**src/rtl/fetch_unit.sv**
```systemverilog
// Instruction fetch: PC sequencing, credit-limited imem requests, PC tag queue and instruction FIFO.
// Define FETCH_PERF_CNT_EN to add the saturating perf_stall_cnt output.
module fetch_unit #(
    parameter logic [31:0] RESET_PC   = 32'h0000_0000,
    parameter int unsigned IBUF_DEPTH = 2
) (
    input  logic        clk,
    input  logic        rst,
    input  logic [31:0] pc_in,
    output logic [31:0] pc_next,
    input  logic        redirect_valid,
    input  logic [31:0] redirect_pc,
    output logic        imem_req_valid,
    input  logic        imem_req_ready,
    output logic [31:0] imem_req_addr,
    input  logic        imem_resp_valid,
    input  logic [31:0] imem_resp_data,
    output logic        inst_valid,
    input  logic        inst_ready,
    output logic [31:0] inst_data,
    output logic [31:0] inst_pc
`ifdef FETCH_PERF_CNT_EN
    ,
    output logic [31:0] perf_stall_cnt
`endif
);

    localparam int unsigned PTR_W = $clog2(IBUF_DEPTH);
    localparam int unsigned CNT_W = PTR_W + 1;

    typedef enum logic {RUN, DRAIN} state_t;

    state_t           state, state_nxt;
    logic             drop_resp;
    logic             req_accept;
    logic             resp_keep;
    logic             tag_push;
    logic             fifo_pop;
    logic [CNT_W-1:0] outstanding;
    logic [CNT_W-1:0] discard_cnt;
    logic [CNT_W-1:0] discard_new;
    logic [CNT_W:0]   credit_used;

    logic [31:0]      tag_q     [IBUF_DEPTH];
    logic [PTR_W-1:0] tag_wr, tag_rd;
    logic [31:0]      fifo_data [IBUF_DEPTH];
    logic [31:0]      fifo_pc   [IBUF_DEPTH];
    logic [PTR_W-1:0] fifo_wr, fifo_rd;
    logic [CNT_W-1:0] fifo_cnt;

    assign imem_req_addr  = pc_in;
    assign credit_used    = {1'b0, outstanding} + {1'b0, fifo_cnt};
    assign imem_req_valid = !rst && (credit_used < (CNT_W + 1)'(IBUF_DEPTH));
    assign req_accept     = imem_req_valid && imem_req_ready;

    // Stale requests at redirect: everything in flight plus this cycle's accept, minus this cycle's response.
    assign discard_new = outstanding + CNT_W'(req_accept) - CNT_W'(imem_resp_valid);

    assign resp_keep  = imem_resp_valid && !drop_resp;
    assign tag_push   = req_accept && !redirect_valid;
    assign inst_valid = !rst && (fifo_cnt != '0);
    assign fifo_pop   = inst_valid && inst_ready && !redirect_valid;
    assign inst_data  = fifo_data[fifo_rd];
    assign inst_pc    = fifo_pc[fifo_rd];

    always_comb begin
        pc_next = pc_in;
        if (rst)
            pc_next = RESET_PC;
        else if (redirect_valid)
            pc_next = redirect_pc;
        else if (req_accept)
            pc_next = pc_in + 32'd4;
    end

    always_ff @(posedge clk) begin
        if (rst)
            state <= RUN;
        else
            state <= state_nxt;
    end

    always_comb begin
        state_nxt = state;
        unique case (state)
            RUN: begin
                if (redirect_valid && discard_new != '0)
                    state_nxt = DRAIN;
            end
            DRAIN: begin
                if (redirect_valid)
                    state_nxt = (discard_new != '0) ? DRAIN : RUN;
                else if (imem_resp_valid && discard_cnt == CNT_W'(1))
                    state_nxt = RUN;
            end
            default: state_nxt = RUN;
        endcase
    end

    always_comb begin
        drop_resp = redirect_valid || (state == DRAIN);
    end

    always_ff @(posedge clk) begin
        if (rst) begin
            outstanding <= '0;
            discard_cnt <= '0;
        end else begin
            outstanding <= outstanding + CNT_W'(req_accept) - CNT_W'(imem_resp_valid);
            if (redirect_valid)
                discard_cnt <= discard_new;
            else if (state == DRAIN && imem_resp_valid)
                discard_cnt <= discard_cnt - CNT_W'(1);
        end
    end

    always_ff @(posedge clk) begin
        if (tag_push)
            tag_q[tag_wr] <= pc_in;
        if (resp_keep) begin
            fifo_data[fifo_wr] <= imem_resp_data;
            fifo_pc[fifo_wr]   <= tag_q[tag_rd];
        end
    end

    // Redirect flushes both queues in the same cycle; the redirect-cycle accept is stale and not tagged.
    always_ff @(posedge clk) begin
        if (rst || redirect_valid) begin
            tag_wr   <= '0;
            tag_rd   <= '0;
            fifo_wr  <= '0;
            fifo_rd  <= '0;
            fifo_cnt <= '0;
        end else begin
            if (tag_push)
                tag_wr <= tag_wr + PTR_W'(1);
            if (resp_keep) begin
                tag_rd  <= tag_rd + PTR_W'(1);
                fifo_wr <= fifo_wr + PTR_W'(1);
            end
            if (fifo_pop)
                fifo_rd <= fifo_rd + PTR_W'(1);
            fifo_cnt <= fifo_cnt + CNT_W'(resp_keep) - CNT_W'(fifo_pop);
        end
    end

`ifdef FETCH_PERF_CNT_EN
    always_ff @(posedge clk) begin
        if (rst)
            perf_stall_cnt <= '0;
        else if (imem_req_valid && !imem_req_ready && perf_stall_cnt != '1)
            perf_stall_cnt <= perf_stall_cnt + 32'd1;
    end
`endif

endmodule
```
**config.mk**
```make
export PLATFORM = sky130hd
export DESIGN_NAME = fetch_unit
export DESIGN_NICKNAME = d
export VERILOG_FILES = /design/src/rtl/fetch_unit.sv
export SDC_FILE = /design/constraint.sdc
export NUM_CORES = 1
export LEC_CHECK = 0
export ABC_AREA = 1
export BUFFER_PORTS_ARGS = -buffer_cell sky130_fd_sc_hd__buf_2
export CAP_MARGIN = 20
export CELL_PAD_IN_SITES_DETAIL_PLACEMENT = 0
export CELL_PAD_IN_SITES_GLOBAL_PLACEMENT = 1
export CORE_ASPECT_RATIO = 1.75
export CORE_MARGIN = 3
export CORE_UTILIZATION = 42
export CTS_CLUSTER_SIZE = 40
export DETAILED_ROUTE_END_ITERATION = 10
export PLACE_DENSITY = 0.82
export SLEW_MARGIN = 5
export SYNTH_ARGS = -nofsm -noshare
export SYNTH_HDL_FRONTEND = slang
export SYNTH_SLANG_ARGS = --single-unit
```
**constraint.sdc**
```tcl
create_clock -name clk -period 5.7 [get_ports clk]
set_clock_uncertainty 0.15 [all_clocks]
set_input_delay 0.285 -clock clk [delete_from_list [all_inputs] [get_ports clk]]
set_output_delay 0.285 -clock clk [all_outputs]
set_load 0.02 [all_outputs]
```
==> flow_results.xml <==
<?xml version="1.0" encoding="UTF-8"?>
<metrics>
  <group name="logic_synthesis">
    <metric name="synth_top_family_by_area" unit="">simple AND/OR/NAND/NOR gates</metric>
    <metric name="yosysTopAreaCellShare" unit="%">61.0</metric>
    <metric name="synth_xor_area_share" unit="%">0.463</metric>
    <metric name="synth_top_area_cell" unit="">sky130_fd_sc_hd__edfxtp_1</metric>
    <metric name="synth.distinct_cells" unit="">41</metric>
    <metric name="yosys-top-cells-area" unit="">sky130_fd_sc_hd__edfxtp_1 61%, sky130_fd_sc_hd__mux2_2 11%, sky130_fd_sc_hd__nand2_1 5.3%, sky130_fd_sc_hd__inv_1 3.3%, sky130_fd_sc_hd__dfxtp_1 2.8%</metric>
    <metric name="ys_seq_area_share" unit="%">63.7</metric>
    <metric name="synth.avg_cell_area" unit="um^2">12.4</metric>
    <metric name="synth-seq-cells" unit="">205</metric>
    <metric name="share_of_synthesized_cell_area_in_and_or_nand_and_nor_gates" unit="%">13.6</metric>
    <metric name="synthesis.area" unit="mm^2">0.00946</metric>
    <metric name="synth_compound_area_share" unit="%">2.34</metric>
    <metric name="synthAdderAreaFrac" unit="%">1.01</metric>
    <metric name="post_synth_inst_count" unit="">763</metric>
    <metric name="synth.area.mux_share" unit="%">11.4</metric>
    <metric name="synth_nets" unit="">872</metric>
    <metric name="yosysWarnings" unit="">0</metric>
  </group>
  <group name="clocking">
    <metric name="clkSinkCount" unit="">205</metric>
    <metric name="cts.hold.buffers_added" unit="">63</metric>
    <metric name="ctsHtreeMaxLevel" unit="">1</metric>
    <metric name="clkSlewWorstSetupHoldPaths" unit="ps">70</metric>
    <metric name="tritoncts" unit="">built</metric>
    <metric name="postCtsSetupBuffers" unit="">0</metric>
    <metric name="clock_tree.root_cell" unit="">sky130_fd_sc_hd__clkbuf_16</metric>
    <metric name="worstSkewPairLatency" unit="ps">470</metric>
    <metric name="cts-root-to-sink-buffers" unit="">3</metric>
    <metric name="ctsResizeCount" unit="">0</metric>
    <metric name="numCtsBuffers" unit="">19</metric>
  </group>
  <group name="detailed_routing">
    <metric name="initialDrtViolationCount" unit="">316</metric>
    <metric name="detailroute.via_count" unit="">6422</metric>
    <metric name="detail_route.wl_per_cell" unit="um">16.3</metric>
    <metric name="postRouteWirelength" unit="um">21700</metric>
    <metric name="detail_route.vias_per_cell" unit="">4.81</metric>
    <metric name="final_antenna_net_count" unit="">0</metric>
    <metric name="detailedRoute.firstPassIterationCount" unit="">4</metric>
    <metric name="remaining_drc_errors" unit="">0</metric>
  </group>
  <group name="placement">
    <metric name="hpwlAfterDp" unit="um">15300</metric>
    <metric name="detailed_place.area" unit="mm^2">0.0107</metric>
    <metric name="globalplace.congestion" unit="">0.813</metric>
    <metric name="pre_cts_slack" unit="ps">2830</metric>
    <metric name="place.detailed.instances" unit="">1240</metric>
    <metric name="buffer_ports.inserted" unit="">231</metric>
  </group>
  <group name="power">
    <metric name="internal_power" unit="uW">2700</metric>
    <metric name="totalPowerFinal" unit="uW">3510</metric>
    <metric name="p_comb_share" unit="%">13.5</metric>
    <metric name="net-switching-power" unit="uW">810</metric>
    <metric name="p_seq_share" unit="%">49.4</metric>
    <metric name="worst_ir_drop_vdd" unit="mV">0.158</metric>
    <metric name="leakage" unit="uW">0.00488</metric>
    <metric name="sw_frac_of_total" unit="%">23.1</metric>
    <metric name="power.share.clock" unit="%">37.1</metric>
    <metric name="pwr_density_cell" unit="mW/mm^2">294</metric>
  </group>
  <group name="sta">
    <metric name="rsz0062_at_grt" unit="">false</metric>
    <metric name="tns" unit="ps">0</metric>
    <metric name="min_period_over_period" unit="%">55.2</metric>
    <metric name="maxSlewHeadroom" unit="%">37.9</metric>
    <metric name="hold_viol_final" unit="">0</metric>
    <metric name="postLayoutSetupSlackWorst" unit="ps">2560</metric>
    <metric name="setup_viol" unit="">0</metric>
    <metric name="max_freq" unit="MHz">318</metric>
    <metric name="worst_slew_pin_slew" unit="ps">929</metric>
    <metric name="layout_min_cycle_time" unit="ps">3140</metric>
    <metric name="drv_slew" unit="">0</metric>
  </group>
  <group name="worst_setup_path">
    <metric name="timing.critical_path.cells" unit="">nand2_1, inv_1, fa_1, nor2_4, nand3_4, nor2_2, xor2_1, a21oi_1, buf_2</metric>
    <metric name="end_kind" unit="">output port</metric>
    <metric name="crit_slowest_cell" unit="">sky130_fd_sc_hd__fa_1</metric>
    <metric name="critPathArrivalTime" unit="ps">2710</metric>
    <metric name="critical_path.max_stage_delay" unit="ps">440</metric>
    <metric name="critical_path.startpoint_type" unit="">flop</metric>
    <metric name="timing_worst_setup_path_type" unit="">reg2out</metric>
    <metric name="worstPathMaxFanout" unit="">15</metric>
    <metric name="worstPathRequired" unit="ps">5270</metric>
  </group>
  <group name="global_route">
    <metric name="grt_usage" unit="%">17.2</metric>
    <metric name="grt_overflow" unit="">0</metric>
    <metric name="first_global_vias" unit="">6330</metric>
    <metric name="grt_start_max_net_pins" unit="">65</metric>
    <metric name="antenna_found_initial" unit="">0</metric>
    <metric name="first_pass_grt_wire_length" unit="um">33200</metric>
  </group>
  <group name="run_status">
    <metric name="run_status" unit="">complete, no violations</metric>
  </group>
  <group name="floorplanning">
    <metric name="dieWidth" unit="um">119</metric>
    <metric name="row_count" unit="">72</metric>
    <metric name="initial_utilization" unit="%">42.7</metric>
    <metric name="pin_count" unit="">232</metric>
    <metric name="floorplan.die_area" unit="mm^2">0.0244</metric>
    <metric name="core_region_area" unit="mm^2">0.0222</metric>
    <metric name="die_h" unit="um">204</metric>
  </group>
  <group name="finish">
    <metric name="layout_commonest_cell" unit="">sky130_fd_sc_hd__buf_2</metric>
    <metric name="layoutNonFillerInstCount" unit="">1335</metric>
    <metric name="post-route-cell-area" unit="mm^2">0.0120</metric>
    <metric name="final_layout_size_suffix_gt1_share" unit="%">37.7</metric>
    <metric name="syn2layout_area_growth" unit="%">26.5</metric>
    <metric name="insertedDiodeCount" unit="">0</metric>
    <metric name="layout_common_cells" unit="">231 x sky130_fd_sc_hd__buf_2, 192 x sky130_fd_sc_hd__edfxtp_1, 133 x sky130_fd_sc_hd__nand2_1</metric>
    <metric name="num-nets-final" unit="">1137</metric>
  </group>
  <group name="job">
    <metric name="drv.max_cap_violation_count" unit="">0</metric>
  </group>
  <group name="worst_hold_path">
    <metric name="timing.hold.worst.class" unit="">in2reg</metric>
  </group>
</metrics>
## power groups by stage
stage | sequential, uW | clock [uW] | combinational, uW
6_report | 1730 | 1300 | 474
5_1_grt | 1740 | 1380 | 518
4_1_cts | 1730 | 1330 | 480
3_5_place_dp | 1770 | 0 | 444
3_3_place_gp | 1760 | 0 | 440
2_1_floorplan | 1760 | 0 | 293
## sequential cells by signal (all words and copies together) (netlist names), named ones only
signal / flops
discard_cnt: 2
fifo_cnt: 2
fifo_data: 64
fifo_pc: 64
fifo_rd: 1
fifo_wr: 1
outstanding: 2
state: 1
tag_q: 64
tag_rd: 1
tag_wr: 1
## final cells by class
class	instances	area [um^2]
inverter	87	332
sequential	205	6030
clock buffer	23	500
tap	296	370
multi-input combinational	415	2750
timing repair buffer	300	1830
clock inverter	9	144
fill	1944	10200
## metrics by stage
step / utilization (%) / hold WS (ps)
floorplan: - / 234
global placement: 48.2 / 321
detailed placement: 48.2 / 327
CTS: 54.0 / 2.74
global route: 54.0 / 16.6
finish: 54.0 / 14.8
## per-layer routing
metal,vias to the layer above,track usage (%),wire length [um]
li1,3132,-,-
met1,3027,19.0,8000
met5,-,0,0
met4,0,7.82,915
met2,216,32.7,11700
met3,47,1.99,1080
## path summary, 6_finish.rpt
check | startpoint | to | slack (ps) | cells past startpoint
setup / recovery | fifo_cnt[0] | pc_next[7] | 2560 | 9
hold / removal | imem_resp_valid | discard_cnt[1] | 10 | 3
setup reg to reg | fifo_cnt[0] | tag_q[1][28] | 2880 | 8
hold reg to reg | discard_cnt[1] | discard_cnt[1] | 350 | 2
## critical path: cells and delay by family (launching register included)
kind                       cells  cell delay (ps)
buffers and inverters          2              290
AOI/OAI and AO/OA              1              280
and+or+nand+nor                4              760
adders and majority gates      1              440
xor gates and xnor gates       1              100
DFF                            1              360
## cell usage after synthesis, drive strengths merged
cell type	number
buf	52
xnor2	1
dfxtp	13
a21oi	8
or2	3
inv	87
o21ai	18
ha	6
nand3b	5
fa	1
edfxtp	192
o211ai	6
clkbuf	4
nand2	138
o22ai	2
a211oi	2
nand4	12
xor2	4
nor3b	2
mux2	96
nor2	60
nand3	41
nor3	7
a31oi	3
## kinds of logic after synthesis
kind of cell    after synthesis
buf+inv                     143
simple gates                268
mux                          96
fa+ha+maj                     7
flops                       205
compound gates               39
xor+xnor                      5
Power figures use the tool's default switching activity.
